File: config.mk
export PLATFORM = sky130hd
export DESIGN_NAME = cdb_arbiter
export DESIGN_NICKNAME = d
export VERILOG_FILES = /design/src/rtl/cdb_arbiter.sv
export SDC_FILE = /design/constraint.sdc
export NUM_CORES = 1
export LEC_CHECK = 0
export BUFFER_PORTS_ARGS = -buffer_cell sky130_fd_sc_hd__buf_2
export CAP_MARGIN = 20
export CORE_ASPECT_RATIO = 0.9
export CORE_UTILIZATION = 38
export DETAILED_ROUTE_END_ITERATION = 12
export MAX_ROUTING_LAYER = met4
export SYNTH_ARGS = -nofsm -noshare
export SYNTH_HDL_FRONTEND = slang
export SYNTH_SLANG_ARGS = --single-unit
File: constraint.sdc
create_clock -name clk -period 4.5 [get_ports clk]
set_clock_uncertainty 0.2 [all_clocks]
set_input_delay 0.45 -clock clk [delete_from_list [all_inputs] [get_ports clk]]
set_output_delay 0.45 -clock clk [all_outputs]
set_load 0.005 [all_outputs]
File: src/rtl/cdb_arbiter.sv
// Common data bus arbiter: per-FU 2-entry skid FIFOs, round-robin onto one registered CDB.
// Optional macro CDB_BYPASS_EN lets an empty FIFO's live input compete directly for the bus.
module cdb_arbiter #(
  parameter int NUM_FU     = 3,
  parameter int DATA_W     = 32,
  parameter int TAG_W      = 6,
  parameter int FIFO_DEPTH = 2
) (
  input  logic                       clk,
  input  logic                       reset,
  input  logic                       flush,
  input  logic [NUM_FU-1:0]          fu_valid,
  output logic [NUM_FU-1:0]          fu_ready,
  input  logic [NUM_FU*TAG_W-1:0]    fu_preg_flat,
  input  logic [NUM_FU*DATA_W-1:0]   fu_value_flat,
  input  logic [NUM_FU*TAG_W-1:0]    fu_rob_flat,
  input  logic [NUM_FU-1:0]          fu_regwrite,
  output logic                       cdb_valid,
  output logic [TAG_W-1:0]           cdb_preg,
  output logic [DATA_W-1:0]          cdb_value,
  output logic [TAG_W-1:0]           cdb_rob,
  output logic                       cdb_regwrite,
  output logic [1:0]                 cdb_src
);
  localparam int ENT_W = 1 + TAG_W + DATA_W + TAG_W;

  logic [ENT_W-1:0]  mem [NUM_FU][FIFO_DEPTH];
  logic [1:0]        count [NUM_FU];
  logic              wr_ptr [NUM_FU];
  logic              rd_ptr [NUM_FU];
  logic [1:0]        rr_ptr;

  logic [ENT_W-1:0]  in_ent [NUM_FU];
  logic [ENT_W-1:0]  head_ent [NUM_FU];
  logic [NUM_FU-1:0] nonempty;
  logic [NUM_FU-1:0] cand;
  logic [NUM_FU-1:0] push;
  logic [NUM_FU-1:0] pop;
  logic              grant_any;
  logic [1:0]        winner;
  logic [ENT_W-1:0]  grant_ent;

  for (genvar gi = 0; gi < NUM_FU; gi++) begin : g_src
    assign in_ent[gi]   = {fu_regwrite[gi], fu_rob_flat[gi*TAG_W +: TAG_W],
                           fu_value_flat[gi*DATA_W +: DATA_W], fu_preg_flat[gi*TAG_W +: TAG_W]};
    assign head_ent[gi] = mem[gi][rd_ptr[gi]];
    assign nonempty[gi] = (count[gi] != 2'd0);
    assign fu_ready[gi] = (count[gi] < 2'(FIFO_DEPTH));
`ifdef CDB_BYPASS_EN
    assign cand[gi]     = nonempty[gi] | fu_valid[gi];
`else
    assign cand[gi]     = nonempty[gi];
`endif
  end

  // First candidate in rr_ptr, rr_ptr+1, rr_ptr+2 (mod NUM_FU) order wins.
  always_comb begin
    logic [2:0] idx;
    grant_any = 1'b0;
    winner    = 2'd0;
    idx       = 3'd0;
    for (int k = 0; k < NUM_FU; k++) begin
      idx = {1'b0, rr_ptr} + 3'(k);
      if (idx >= 3'(NUM_FU)) idx = idx - 3'(NUM_FU);
      if (!grant_any && cand[idx[1:0]]) begin
        grant_any = 1'b1;
        winner    = idx[1:0];
      end
    end
  end

  always_comb begin
    grant_ent = head_ent[winner];
`ifdef CDB_BYPASS_EN
    if (!nonempty[winner]) grant_ent = in_ent[winner];
`endif
    for (int i = 0; i < NUM_FU; i++) begin
      pop[i]  = grant_any && (winner == 2'(i)) && nonempty[i];
      push[i] = fu_valid[i] && fu_ready[i];
`ifdef CDB_BYPASS_EN
      // A granted bypass goes straight to the bus and never occupies the FIFO.
      if (grant_any && (winner == 2'(i)) && !nonempty[i]) push[i] = 1'b0;
`endif
    end
  end

  always_ff @(posedge clk) begin
    for (int i = 0; i < NUM_FU; i++) begin
      if (push[i]) mem[i][wr_ptr[i]] <= in_ent[i];
    end
  end

  always_ff @(posedge clk) begin
    for (int i = 0; i < NUM_FU; i++) begin
      if (!reset || flush) begin
        count[i]  <= 2'd0;
        wr_ptr[i] <= 1'b0;
        rd_ptr[i] <= 1'b0;
      end else begin
        if (push[i]) wr_ptr[i] <= ~wr_ptr[i];
        if (pop[i])  rd_ptr[i] <= ~rd_ptr[i];
        count[i] <= count[i] + 2'(push[i]) - 2'(pop[i]);
      end
    end
  end

  // Payload fields hold their last value when the bus is idle or flushed.
  always_ff @(posedge clk) begin
    if (!reset) begin
      cdb_valid    <= 1'b0;
      cdb_preg     <= '0;
      cdb_value    <= '0;
      cdb_rob      <= '0;
      cdb_regwrite <= 1'b0;
      cdb_src      <= 2'd0;
      rr_ptr       <= 2'd0;
    end else if (flush) begin
      cdb_valid <= 1'b0;
      rr_ptr    <= 2'd0;
    end else if (grant_any) begin
      cdb_valid <= 1'b1;
      {cdb_regwrite, cdb_rob, cdb_value, cdb_preg} <= grant_ent;
      cdb_src   <= winner;
      rr_ptr    <= (winner == 2'(NUM_FU - 1)) ? 2'd0 : winner + 2'd1;
    end else begin
      cdb_valid <= 1'b0;
    end
  end
endmodule

# After elaboration in Yosys (flattened, before gate mapping)

Memory sizes are Yosys's and may differ from the RTL's.
Index checks and enable logic that the tools add are counted.

Add/subtract/negate cells: 12
Multipliers: 0
Div/mod/pow operators: 0
$lt $le $gt $ge: 19
Equal/unequal tests: 2
Shift operators: 0
Mux-type cells: 68
Bitwise logic cells: 24
Reductions and logical operators: 24

Operators by type and width:

| cell                                                        | count |
|---|---|
| 2-to-1 mux 45 bit                                           | 14 |
| 2-to-1 mux 90 bit                                           | 3 |
| demux 45 bit (select 1 bit)                                 | 3 |
| binary-select mux 45 bit (select 2 bit)                     | 1 |
| 2-to-1 mux 1 bit                                            | 34 |
| 2-to-1 mux 2 bit                                            | 10 |
| >= comparator 2 bit (second input constant)                 | 7 |
| logical AND 1 bit                                           | 14 |
| inverter 1 -> 2 bit                                         | 6 |
| less-than comparator 2 x 3 -> 1 bit (second input constant) | 3 |
| bitwise OR 1 bit                                            | 9 |
| inverter 1 bit                                              | 8 |
| adder 2 x 1 -> 2 bit                                        | 3 |
| binary-select mux 1 bit (select 2 bit)                      | 3 |
| >= comparator 3 x 2 -> 1 bit (second input constant)        | 2 |
| less-than comparator 2 x 1 -> 1 bit (second input constant) | 3 |
| less-than comparator 2 bit (second input constant)          | 3 |
| nonzero test 2 bit                                          | 3 |
| subtractor 2 x 1 -> 2 bit                                   | 3 |
| subtractor 2 bit (second input constant)                    | 3 |
| adder 2 x 1 -> 3 bit (second input constant)                | 1 |
| adder 2 x 2 -> 3 bit (second input constant)                | 1 |
| >= comparator 3 bit (second input constant)                 | 1 |
| logical NOT 1 bit                                           | 3 |
| 8 further kinds                                             | 8 |

Bits in registers: 50
Latch bits: 0
Bits in writable memories: 282
Bits in read-only memories: 0
Input port bits: 141
Output and inout bits: 51
Memories: 4

Memories:

| memory | words | width | rd ports | clocked after Yosys merged registers in | write ports | line | source |
|---|---|---|---|---|---|---|---|
| mem    | 3     | 90    | 3        | 0                                       | 3           | 27   | `logic [ENT_W-1:0] mem [NUM_FU][FIFO_DEPTH];` |
| count  | 3     | 2     | 3        | 0                                       | 3           | 28   | `logic [1:0] count [NUM_FU];` |
| rd_ptr | 3     | 1     | 3        | 0                                       | 3           | 30   | `logic rd_ptr [NUM_FU];` |
| wr_ptr | 3     | 1     | 3        | 0                                       | 3           | 29   | `logic wr_ptr [NUM_FU];` |

# Logic depth before layout (Yosys ltp)

Gate-level depths: netlist (run 1).

Depth in word-level cells: 18
Gate-level depth with buffers: 15

# Least setup slack after synthesis (run 1)

Ideal clock, no wire load.

Path kind: register to register
Start point: memory count[2][1]
End point: memory mem[0][225] in the netlist's numbering, enable pin
Setup time: 0.447 ns
Arrival: 2.475 ns
Required time: 3.853 ns
Path slack: 1.378 ns
Stages on the path, launching flop included: 4
Path buffers: 0
Cells stage by stage: dfxtp_1 > inv_1 > nand2_1 > nor2_1

RTL lines:

| item            | line |
|---|---|
| start, declared | 28 |
| end, declared   | 27 |

==> run_results.csv, run 1 <==
group,metric,value,unit
clock_tree,cts_tree,"built",
clock_tree,clockRootBuffer,"clkbuf_16",
placement,dp_hpwl,20.8,mm
power,clkPwrFrac,28.3,%
hold_path,hold_class,"input port to register",
sta,setup_viol,0,
route,route.met3.wl,1.89,mm
final_layout,drive_above_1_share,34.5,%
synthesis,synth_area,0.0133,sq mm
synthesis,ys_types,47,
sta,finalCriticalPeriod,3.52,ns
route,drt-total-wl,34.1,mm
clock_tree,cts_buffer_depth,3,
synthesis,async_reset_ff_share,0,%
placement,routabilityCongestion,0.820,
route,wl_met1,15.4,mm
run,maxCapViolCount,0,
critical_path,reg2reg_to,"count[0][1]",
clock_tree,numClockSinks,332,
synthesis,synth_top_flop_cell,"edfxtp_1",
synthesis,synth_warnings,0,
critical_path,start_kind,"register",
synthesis,synthesis.nets,939,
power,p_seq_share,39.5,%
synthesis,synth_seq_cells,332,
final_layout,regArea,0.00941,sq mm
power,powerDensity,608,mW/mm^2
power,combPwrFrac,32.2,%
final_layout,multi_input_area,0.00361,sq mm
critical_path,ff2ff_setup_slack,0.98,ns
critical_path,path_cells,"inv_1, ha_1, nor4b_1, a211o_2, buf_4, nand2_1, nand2_1, nor2b_1, ha_1, inv_1, ha_1, xnor2_1, xnor2_1, nor2_1",
sta,maxSlewViolCount,0,
route,vias,8326,
final_layout,final_common_cell,"edfxtp_1",
power,p_int,7080,uW
route,route.detailed.drc,0,
power,ir_drop,514,uV
clock_tree,ctsResizeCount,0,
hold_path,min_to,"cdb_src[1]",
sta,max_freq,0.284,GHz
sta,worst_pin_slew,0.994,ns
floorplan,fp-row-count,64,
critical_path,reg2reg_depth,14,
final_layout,fin_nets,1268,
critical_path,worstPathArrival,3.71,ns
global_routing,grt_pass1_wl,51.5,mm
global_routing,overflow,0,
power,p_switching,3510,uW
power,switching_share,33.2,%
synthesis,synthCells,789,
floorplan,die-area,0.0359,sq mm
critical_path,slowest_stage,"ha_1",
final_layout,final_util,50.8,%
global_routing,grt_max_degree,54,
critical_path,cp.required,4.68,ns
floorplan,core,0.0343,sq mm
sta,finalCritPeriodShare,78.3,%
sta,relSlewSlack,33.7,%
placement,dpl_cell_area,0.0148,sq mm
floorplan,start_util,38.9,%
synthesis,avgSynthCellArea,16.9,sq um
floorplan,die_w,200,um
critical_path,path_common_cell,"ha_1",
route,vias_per_cell,5.17,
route,first_pass_iters,5,
global_routing,grt_pass1_vias,8733,
hold_path,holdPathStages,3,
route,dr.first_iter.drc_count,566,
critical_path,max_stage_delay,0.56,ns
floorplan,design.portCount,192,
critical_path,crit_type,"register to register",
critical_path,cp_max_fo,17,
global_routing,antenna_found_initial,2,
clock_tree,numCtsBuffers,36,
sta,rsz0062_at_grt,"no",
final_layout,design_area,0.0174,sq mm
route,dr_wl_met2,16.3,mm
power,p_leak,0.00636,uW
critical_path,worstReg2RegStart,"rr_ptr[0]",
sta,finalWorstSetupSlack,0.977,ns
synthesis,yosysSeqAreaShare,70.5,%
final_layout,fill_cells,2971,
route,ant_nets,0,
clock_tree,cts_setup_buffers,0,
hold_path,min_from,"flush",
placement,preCtsSetupSlack,0.998,ns
sta,setup_tns,0,ns
clock_tree,clkLatencyLatePin,0.53,ns
clock_tree,holdBufCountCts,136,
route,highest_layer,"met4",
critical_path,cp-end-kind,"register",
outcome,status,"finished, final reports clean",
clock_tree,clkTransAtPathRegs,0.06,ns
sta,hold_violations,0,
clock_tree,htreeDepth,2,
global_routing,grt_use_total,19.8,%
synthesis,synth-edff-count,276,
floorplan,die_height,180,um
final_layout,final_cell_mix,"edfxtp_1, buf_2, dlygate4sd3_1",
placement,portBuffers,191,
final_layout,syn_to_final_growth,30.5,%
route,wire_per_inst,21.2,um
[area by class of cell]
| class | count | share of cell area (%) |
|---|---|---|
| tap | 462 | 3.32 |
| multi-input combinational | 381 | 20.7 |
| clock buffer | 52 | 5.69 |
| antenna | 2 | 0.0287 |
| timing repair buffer | 349 | 14.6 |
| clock inverter | 13 | 1.19 |
| inverter | 18 | 0.388 |
| sequential | 332 | 54.0 |
[per-stage QoR]
step	hold slack [ns]	total power [uW]	std cells
3_5_place_dp	0.253	7550	1404
3_3_place_gp	0.238	7500	1404
5_1_grt	0.119	11100	1609
6_report	0.122	10600	1609
2_1_floorplan	0.248	6440	789
4_1_cts	0.0902	10700	1605
[cell families (layout without fill, tap and decap cells)]
logic type / after synthesis / after routing / share of synthesized area [%]
compound gates: 171 / 171 / 11.9
xor+xnor: 6 / 6 / 0.394
fa+ha+maj: 9 / 9 / 0.844
buf+inv: 76 / 432 / 2.91
flops: 332 / 332 / 70.5
mux: 136 / 136 / 11.1
other cells: 0 / 2 / 0
simple gates: 59 / 59 / 2.34
[registers in the layout (all words and copies together), names as in the netlist]
register      flops
mem             270
cdb_valid         1
cdb_src           2
cdb_regwrite      1
cdb_preg          6
wr_ptr            3
count             6
cdb_rob           6
rd_ptr            3
rr_ptr            2
cdb_value        32
[synth_stat cells (3+ instances only)]
cell type,instances,area [sq um]
nor4b_1,3,26.3
nor3_1,7,35.0
a221oi_2,20,300
a211oi_1,46,345
nand2_1,14,52.6
a221o_1,46,460
mux2_2,91,1020
o21a_1,3,22.5
or2_1,3,18.8
buf_2,22,110
a21oi_1,10,50.1
buf_6,10,113
mux2i_1,45,450
xnor2_1,6,52.6
ha_1,9,113
a221oi_1,25,219
edfxtp_1,276,8290
o21ai_0,3,15.0
inv_1,18,67.6
nor2_1,10,37.5
dfxtp_1,56,1120
clkbuf_1,26,97.6
and2_1,8,50.1
nor2b_1,4,25.0
[how the worst max path moves through the flow]
stage                 from  slack, ns     endpoint
3_5_place_dp     rr_ptr[0]        1.0  count[0][1]
4_1_cts          rr_ptr[0]       0.99  count[0][1]
3_3_place_gp     rr_ptr[0]       1.09  count[0][1]
2_1_floorplan  count[2][1]       1.38  mem[0][225]
6_report         rr_ptr[0]       0.98  count[0][1]
5_1_grt          rr_ptr[0]       0.68  count[0][1]
[power groups by stage]
stage / sequential [uW] / combinational, uW / clock, uW
2_1_floorplan: 4180 / 2270 / 0
3_3_place_gp: 4230 / 3270 / 0
3_5_place_dp: 4240 / 3310 / 0
4_1_cts: 4180 / 3410 / 3080
5_1_grt: 4240 / 3710 / 3200
6_report: 4180 / 3410 / 3000
[critical path: cells and delay by family, from the launching register on]
family	cells	cell delay, ns
flip-flops	1	0.35
buffers and inverters	3	0.47
AO/OA/AOI/OAI	1	0.35
AND/OR/NAND/NOR	5	0.72
adder cells (fa/ha/maj)	3	1.00
XOR/XNOR	2	0.29
[metal layers]
metal  up-vias  GRT usage (%)
met1      4166           26.4
met5         -              -
met2       244           31.3
met4         0           4.95
li1       3873              -
met3        43           3.55
(Power assumes the default switching activity.)
==> inputs of run 2 (changes only) <==
Clock period 4.5 ns to 3.4 ns, I/O delays scaled along.
==> run 2 against run 1 <==
  * Clock-buffer cell count is 5 higher
  * Utilization is 0.27 points higher
  * Final area is 0.54% higher
  * Die area stayed put
  * Critical path depth is 6 lower
  * First-iteration DRC count is 1.9% lower
  * Hold slack worse by 0.082 ns
  * Combinational power is 39% higher
  * Largest cell class unchanged
  * Largest power group unchanged
==> run_results.csv, run 2 (synthesized netlist as in run 1, its figures left out) <==
group,metric,value,unit
sta,setup_viol,0,
power,combPwrFrac,33.5,%
power,power,14100,uW
critical_path,cp.required,3.67,ns
global_routing,grt_pass1_wl,52.0,mm
global_routing,grt_use_total,19.9,%
hold_path,hold_class,"input port to register",
floorplan,die-area,0.0359,sq mm
power,powerDensity,806,mW/mm^2
placement,portBuffers,191,
floorplan,die_height,180,um
hold_path,min_to,"wr_ptr[0]",
placement,dp_hpwl,21.1,mm
global_routing,overflow,0,
global_routing,use_met2,31.2,%
final_layout,fill_cells,2937,
sta,finalCriticalPeriod,3.16,ns
global_routing,grt_pass1_vias,8710,
clock_tree,numCtsBuffers,37,
critical_path,cp-end-kind,"register",
hold_path,min_from,"fu_valid[0]",
final_layout,fin_nets,1278,
power,p_leak,0.00640,uW
critical_path,reg2reg_depth,8,
final_layout,final_common_cell,"edfxtp_1",
critical_path,startpoint,"rr_ptr[1]",
sta,max_freq,0.316,GHz
clock_tree,clockRootBuffer,"clkbuf_16",
sta,whs,0.0403,ns
run,maxCapViolCount,0,
critical_path,path_delay_family,"compound AO/OA/AOI/OAI gates",
clock_tree,cts_buffer_depth,3,
critical_path,ff2ff_setup_slack,0.24,ns
clock_tree,numClockSinks,332,
floorplan,fp-row-count,64,
route,route.detailed.drc,0,
sta,maxSlewViolCount,0,
power,switching_share,33.3,%
route,ant_nets,0,
critical_path,max_stage_delay,0.81,ns
global_routing,grt_use_met3,3.19,%
floorplan,start_util,38.9,%
route,vias,8357,
critical_path,worstReg2RegStart,"rr_ptr[1]",
clock_tree,cts_tree,"built",
placement,routabilityCongestion,0.814,
floorplan,design.portCount,192,
critical_path,worstPathArrival,3.43,ns
sta,finalCritPeriodShare,93.0,%
floorplan,die_w,200,um
outcome,status,"finished, final reports clean",
critical_path,crit_type,"register to register",
critical_path,start_kind,"register",
critical_path,worst-path-stages,8,
power,p_int,9420,uW
hold_path,holdPathStages,3,
critical_path,cp_max_fo,27,
global_routing,gr-usage-met1,26.9,%
clock_tree,clkTransAtPathRegs,0.06,ns
route,vias_per_cell,5.16,
route,first_pass_iters,5,
route,dr.first_iter.drc_count,555,
clock_tree,htreeDepth,2,
power,ir_drop,406,uV
power,clkPwrFrac,27.6,%
route,wire_per_inst,21.1,um
floorplan,core,0.0343,sq mm
power,p_seq_share,38.9,%
critical_path,reg2reg_to,"cdb_value[23]",
global_routing,grt_max_degree,47,
sta,setup_tns,0,ns
power,p_switching,4690,uW
sta,relSlewSlack,31.1,%
global_routing,grt_busiest_layer,"met2",
route,drt-total-wl,34.2,mm
sta,hold_violations,0,
clock_tree,clkLatencyLatePin,0.53,ns
critical_path,slowest_stage,"o21ai_4",
final_layout,final_cell_mix,"edfxtp_1, buf_2, dlygate4sd3_1",
critical_path,critPathBufInv,2,
global_routing,antenna_found_initial,2,
sta,worst_pin_slew,1.03,ns
final_layout,largest_register_ffs,270,
critical_path,path_cells,"inv_1, ha_2, o21bai_2, a21oi_1, or3_1, o21ai_4, buf_4, a221o_1",
sta,rsz0062_at_grt,"no",
final_layout,drive_above_1_share,34.9,%
final_layout,syn_to_final_growth,31.2,%
-- run 2: cell type report --
class / instances / area [sq um] / area share, %
Tap cell: 462 / 578 / 3.30
Antenna cell: 2 / 5.00 / 0.0286
Multi-Input combinational cell: 381 / 3630 / 20.7
Clock buffer: 57 / 1070 / 6.13
Sequential cell: 332 / 9410 / 53.8
Timing Repair Buffer: 358 / 2640 / 15.1
Clock inverter: 10 / 103 / 0.586
Inverter: 18 / 67.6 / 0.386
-- run 2: per-stage QoR --
stage | instances | instance area (sq um) | util [%] | worst slack, ns
after global routing | 1620 | 17500 | 51.1 | 0.0193
after global placement | 1414 | 14900 | 43.6 | 0.221
after floorplan | 789 | 13300 | - | 0.278
after detailed placement | 1414 | 14900 | 43.6 | 0.153
after CTS | 1618 | 17500 | 51.0 | 0.137
final | 1620 | 17500 | 51.1 | 0.238
-- run 2: power by group through the flow --
stage | Clock [uW] | Combinational [uW] | Sequential, uW
floorplan | 0 | 3000 | 5530
global placement | 0 | 4570 | 5550
detailed placement | 0 | 4630 | 5560
CTS | 3970 | 4770 | 5480
global route | 4150 | 5110 | 5550
finish | 3900 | 4730 | 5480
-- run 2: worst min-delay path: cells and delay by family --
kind | cells | cell delay [ns]
AND/OR/NAND/NOR | 2 | 0.22
buffers and inverters | 1 | 0.08
-- run 2: worst max-delay path by stage --
stage	end
2_1_floorplan	mem[0][225]
3_3_place_gp	count[0][1]
3_5_place_dp	cdb_value[19]
4_1_cts	count[0][1]
5_1_grt	count[1][1]
6_report	cdb_value[23]
-- run 2: repair_timing --
item	4_1_cts	5_1_grt
gates resized for setup	0	4
endpoints found under the hold margin	272	0
endpoints found under the setup margin	0	13
buffers inserted	0	0
hold buffers	137	0
-- run 2: layer usage --
metal / up-vias / wire length, um
met5: - / 0
met4: 0 / 571
met3: 42 / 1580
met2: 224 / 16300
met1: 4191 / 15700
li1: 3900 / -
==> inputs of run 3 (changes only) <==
Settings changed: BUFFER_PORTS_ARGS -buffer_cell sky130_fd_sc_hd__buf_2 to -buffer_cell sky130_fd_sc_hd__buf_4, CORE_MARGIN set to 3.
==> run 3 against run 2 <==
  * Maximum frequency decreased by 0.10%
  * Highest routed layer unchanged
  * Wire length rose by 1.8%
  * Clock-buffer cell count shrank 4
  * First-iteration DRC count fell by 7.2%
  * Worst setup slack worse by 0.0033 ns
  * Global-route usage decreased by 0.72 points
  * Final area increased by 2.8%
  * Non-clock buffer count fell by 2
==> run_results.csv, run 3 (synthesized netlist as in run 1, its figures left out) <==
group,metric,value,unit
power,p_seq_share,38.3,%
clock_tree,numCtsBuffers,38,
final_layout,final_cell_mix,"edfxtp_1, buf_4, dlygate4sd3_1",
sta,hold_violations,0,
critical_path,worstReg2RegStart,"rr_ptr[1]",
final_layout,largest_register_ffs,270,
sta,setup_tns,0,ns
floorplan,die-area,0.0374,sq mm
hold_path,min_from,"fu_valid[2]",
placement,routabilityCongestion,0.829,
clock_tree,clockRootBuffer,"clkbuf_16",
floorplan,die_w,204,um
critical_path,cp-end-kind,"register",
clock_tree,numClockSinks,332,
global_routing,antenna_found_initial,1,
route,drt-total-wl,34.8,mm
critical_path,cp.required,3.57,ns
placement,dp_hpwl,21.0,mm
global_routing,overflow,0,
final_layout,syn_to_final_growth,34.9,%
power,clkPwrFrac,28.7,%
critical_path,cp_max_fo,11,
final_layout,final_common_cell,"edfxtp_1",
sta,finalCritPeriodShare,93.1,%
route,wire_per_inst,21.5,um
sta,max_freq,0.316,GHz
sta,maxSlewViolCount,0,
outcome,status,"finished, final reports clean",
sta,worst_pin_slew,0.806,ns
critical_path,worstPathArrival,3.34,ns
power,ir_drop,390,uV
global_routing,grt_pass1_wl,52.8,mm
critical_path,crit_type,"register to register",
sta,setup_viol,0,
power,combPwrFrac,33.1,%
floorplan,fp-row-count,64,
critical_path,ff2ff_setup_slack,0.24,ns
clock_tree,clkLatencyLatePin,0.52,ns
floorplan,die_height,184,um
floorplan,core,0.0343,sq mm
sta,finalCriticalPeriod,3.16,ns
clock_tree,htreeDepth,2,
clock_tree,clkTransAtPathRegs,0.06,ns
global_routing,grt_pass1_vias,8662,
run,maxCapViolCount,0,
final_layout,drive_above_1_share,35.6,%
power,p_switching,4710,uW
route,vias,8419,
power,powerDensity,801,mW/mm^2
power,p_leak,0.00656,uW
hold_path,min_to,"wr_ptr[2]",
route,route.detailed.drc,0,
clock_tree,cts_tree,"built",
critical_path,reg2reg_to,"count[0][1]",
clock_tree,cts_buffer_depth,3,
sta,relSlewSlack,46.2,%
hold_path,hold_class,"input port to register",
global_routing,grt_max_degree,46,
critical_path,reg2reg_depth,13,
final_layout,fin_nets,1277,
power,switching_share,32.6,%
route,first_pass_iters,5,
final_layout,final_util,52.5,%
floorplan,start_util,38.9,%
route,dr.first_iter.drc_count,515,
power,p_int,9710,uW
route,vias_per_cell,5.20,
global_routing,grt_use_total,19.2,%
clock_tree,cts_setup_buffers,0,
route,ant_nets,0,
placement,portBuffers,191,
critical_path,start_kind,"register",
floorplan,design.portCount,192,
hold_path,holdPathStages,3,
sta,rsz0062_at_grt,"no",
-- run 3: how the worst max path moves through the flow --
stage / startpoint / slack, ns / to
after global routing: rr_ptr[1] / 0.04 / count[0][1]
after floorplan: count[2][1] / 0.28 / mem[0][225]
after global placement: rr_ptr[0] / 0.26 / count[0][1]
after CTS: rr_ptr[1] / 0.13 / count[0][1]
after detailed placement: rr_ptr[1] / 0.16 / count[0][1]
final: rr_ptr[1] / 0.24 / count[0][1]
-- run 3: repair_timing --
item | in CTS | in global routing
hold endpoints to repair | 272 | 0
resized for setup | 0 | 2
endpoints found under the setup margin | 0 | 2
hold buffers | 137 | 0
-- run 3: cell type report --
class                   instances  area (sq um)
diodes                          1          2.50
clock buffers                  53          1090
clock inverters                16           195
fillers                      2884         16300
inverters                      18          67.6
multi-input cells             381          3620
flip-flops and latches        332          9410
well taps                     462           578
repair buffers                356          3040
-- run 3: power by group through the flow --
stage / clock network [uW] / registers [uW] / logic [uW]
global placement: 0 / 5590 / 4600
global route: 4430 / 5580 / 5160
finish: 4130 / 5520 / 4770
floorplan: 0 / 5530 / 3000
detailed placement: 0 / 5590 / 4670
CTS: 4220 / 5520 / 4810
-- run 3: worst max-delay path, cell delays in order (launching register included) --
cell and delay (ns):
dfxtp_1 0.34, inv_1 0.08, ha_2 0.30, o21bai_2 0.20, a21oi_1 0.14, nor3_2 0.38, mux2_2 0.42, nor2b_1 0.15
ha_1 0.26, inv_1 0.03, ha_1 0.17, xnor2_1 0.16, xnor2_1 0.13, nor2_1 0.05
-- run 3: per-layer routing --
layer	vias to the layer above	global-route usage [%]	share of wire (%)
met5	-	-	0
met4	0	4.57	1.7
met3	46	2.85	5.2
met2	252	30.8	48
met1	4228	26.1	45
li1	3893	-	-
-- run 3: through the flow --
| step | std cells | hold slack (ns) | cell area (sq um) | worst slack (ns) | total power, uW |
|---|---|---|---|---|---|
| floorplan | 789 | 0.239 | 13300 | 0.278 | 8520 |
| global placement | 1412 | 0.255 | 15300 | 0.256 | 10200 |
| detailed placement | 1412 | 0.267 | 15300 | 0.163 | 10300 |
| CTS | 1618 | 0.0103 | 18000 | 0.128 | 14600 |
| global route | 1619 | 0.0524 | 18000 | 0.0423 | 15200 |
| finish | 1619 | 0.0513 | 18000 | 0.235 | 14400 |
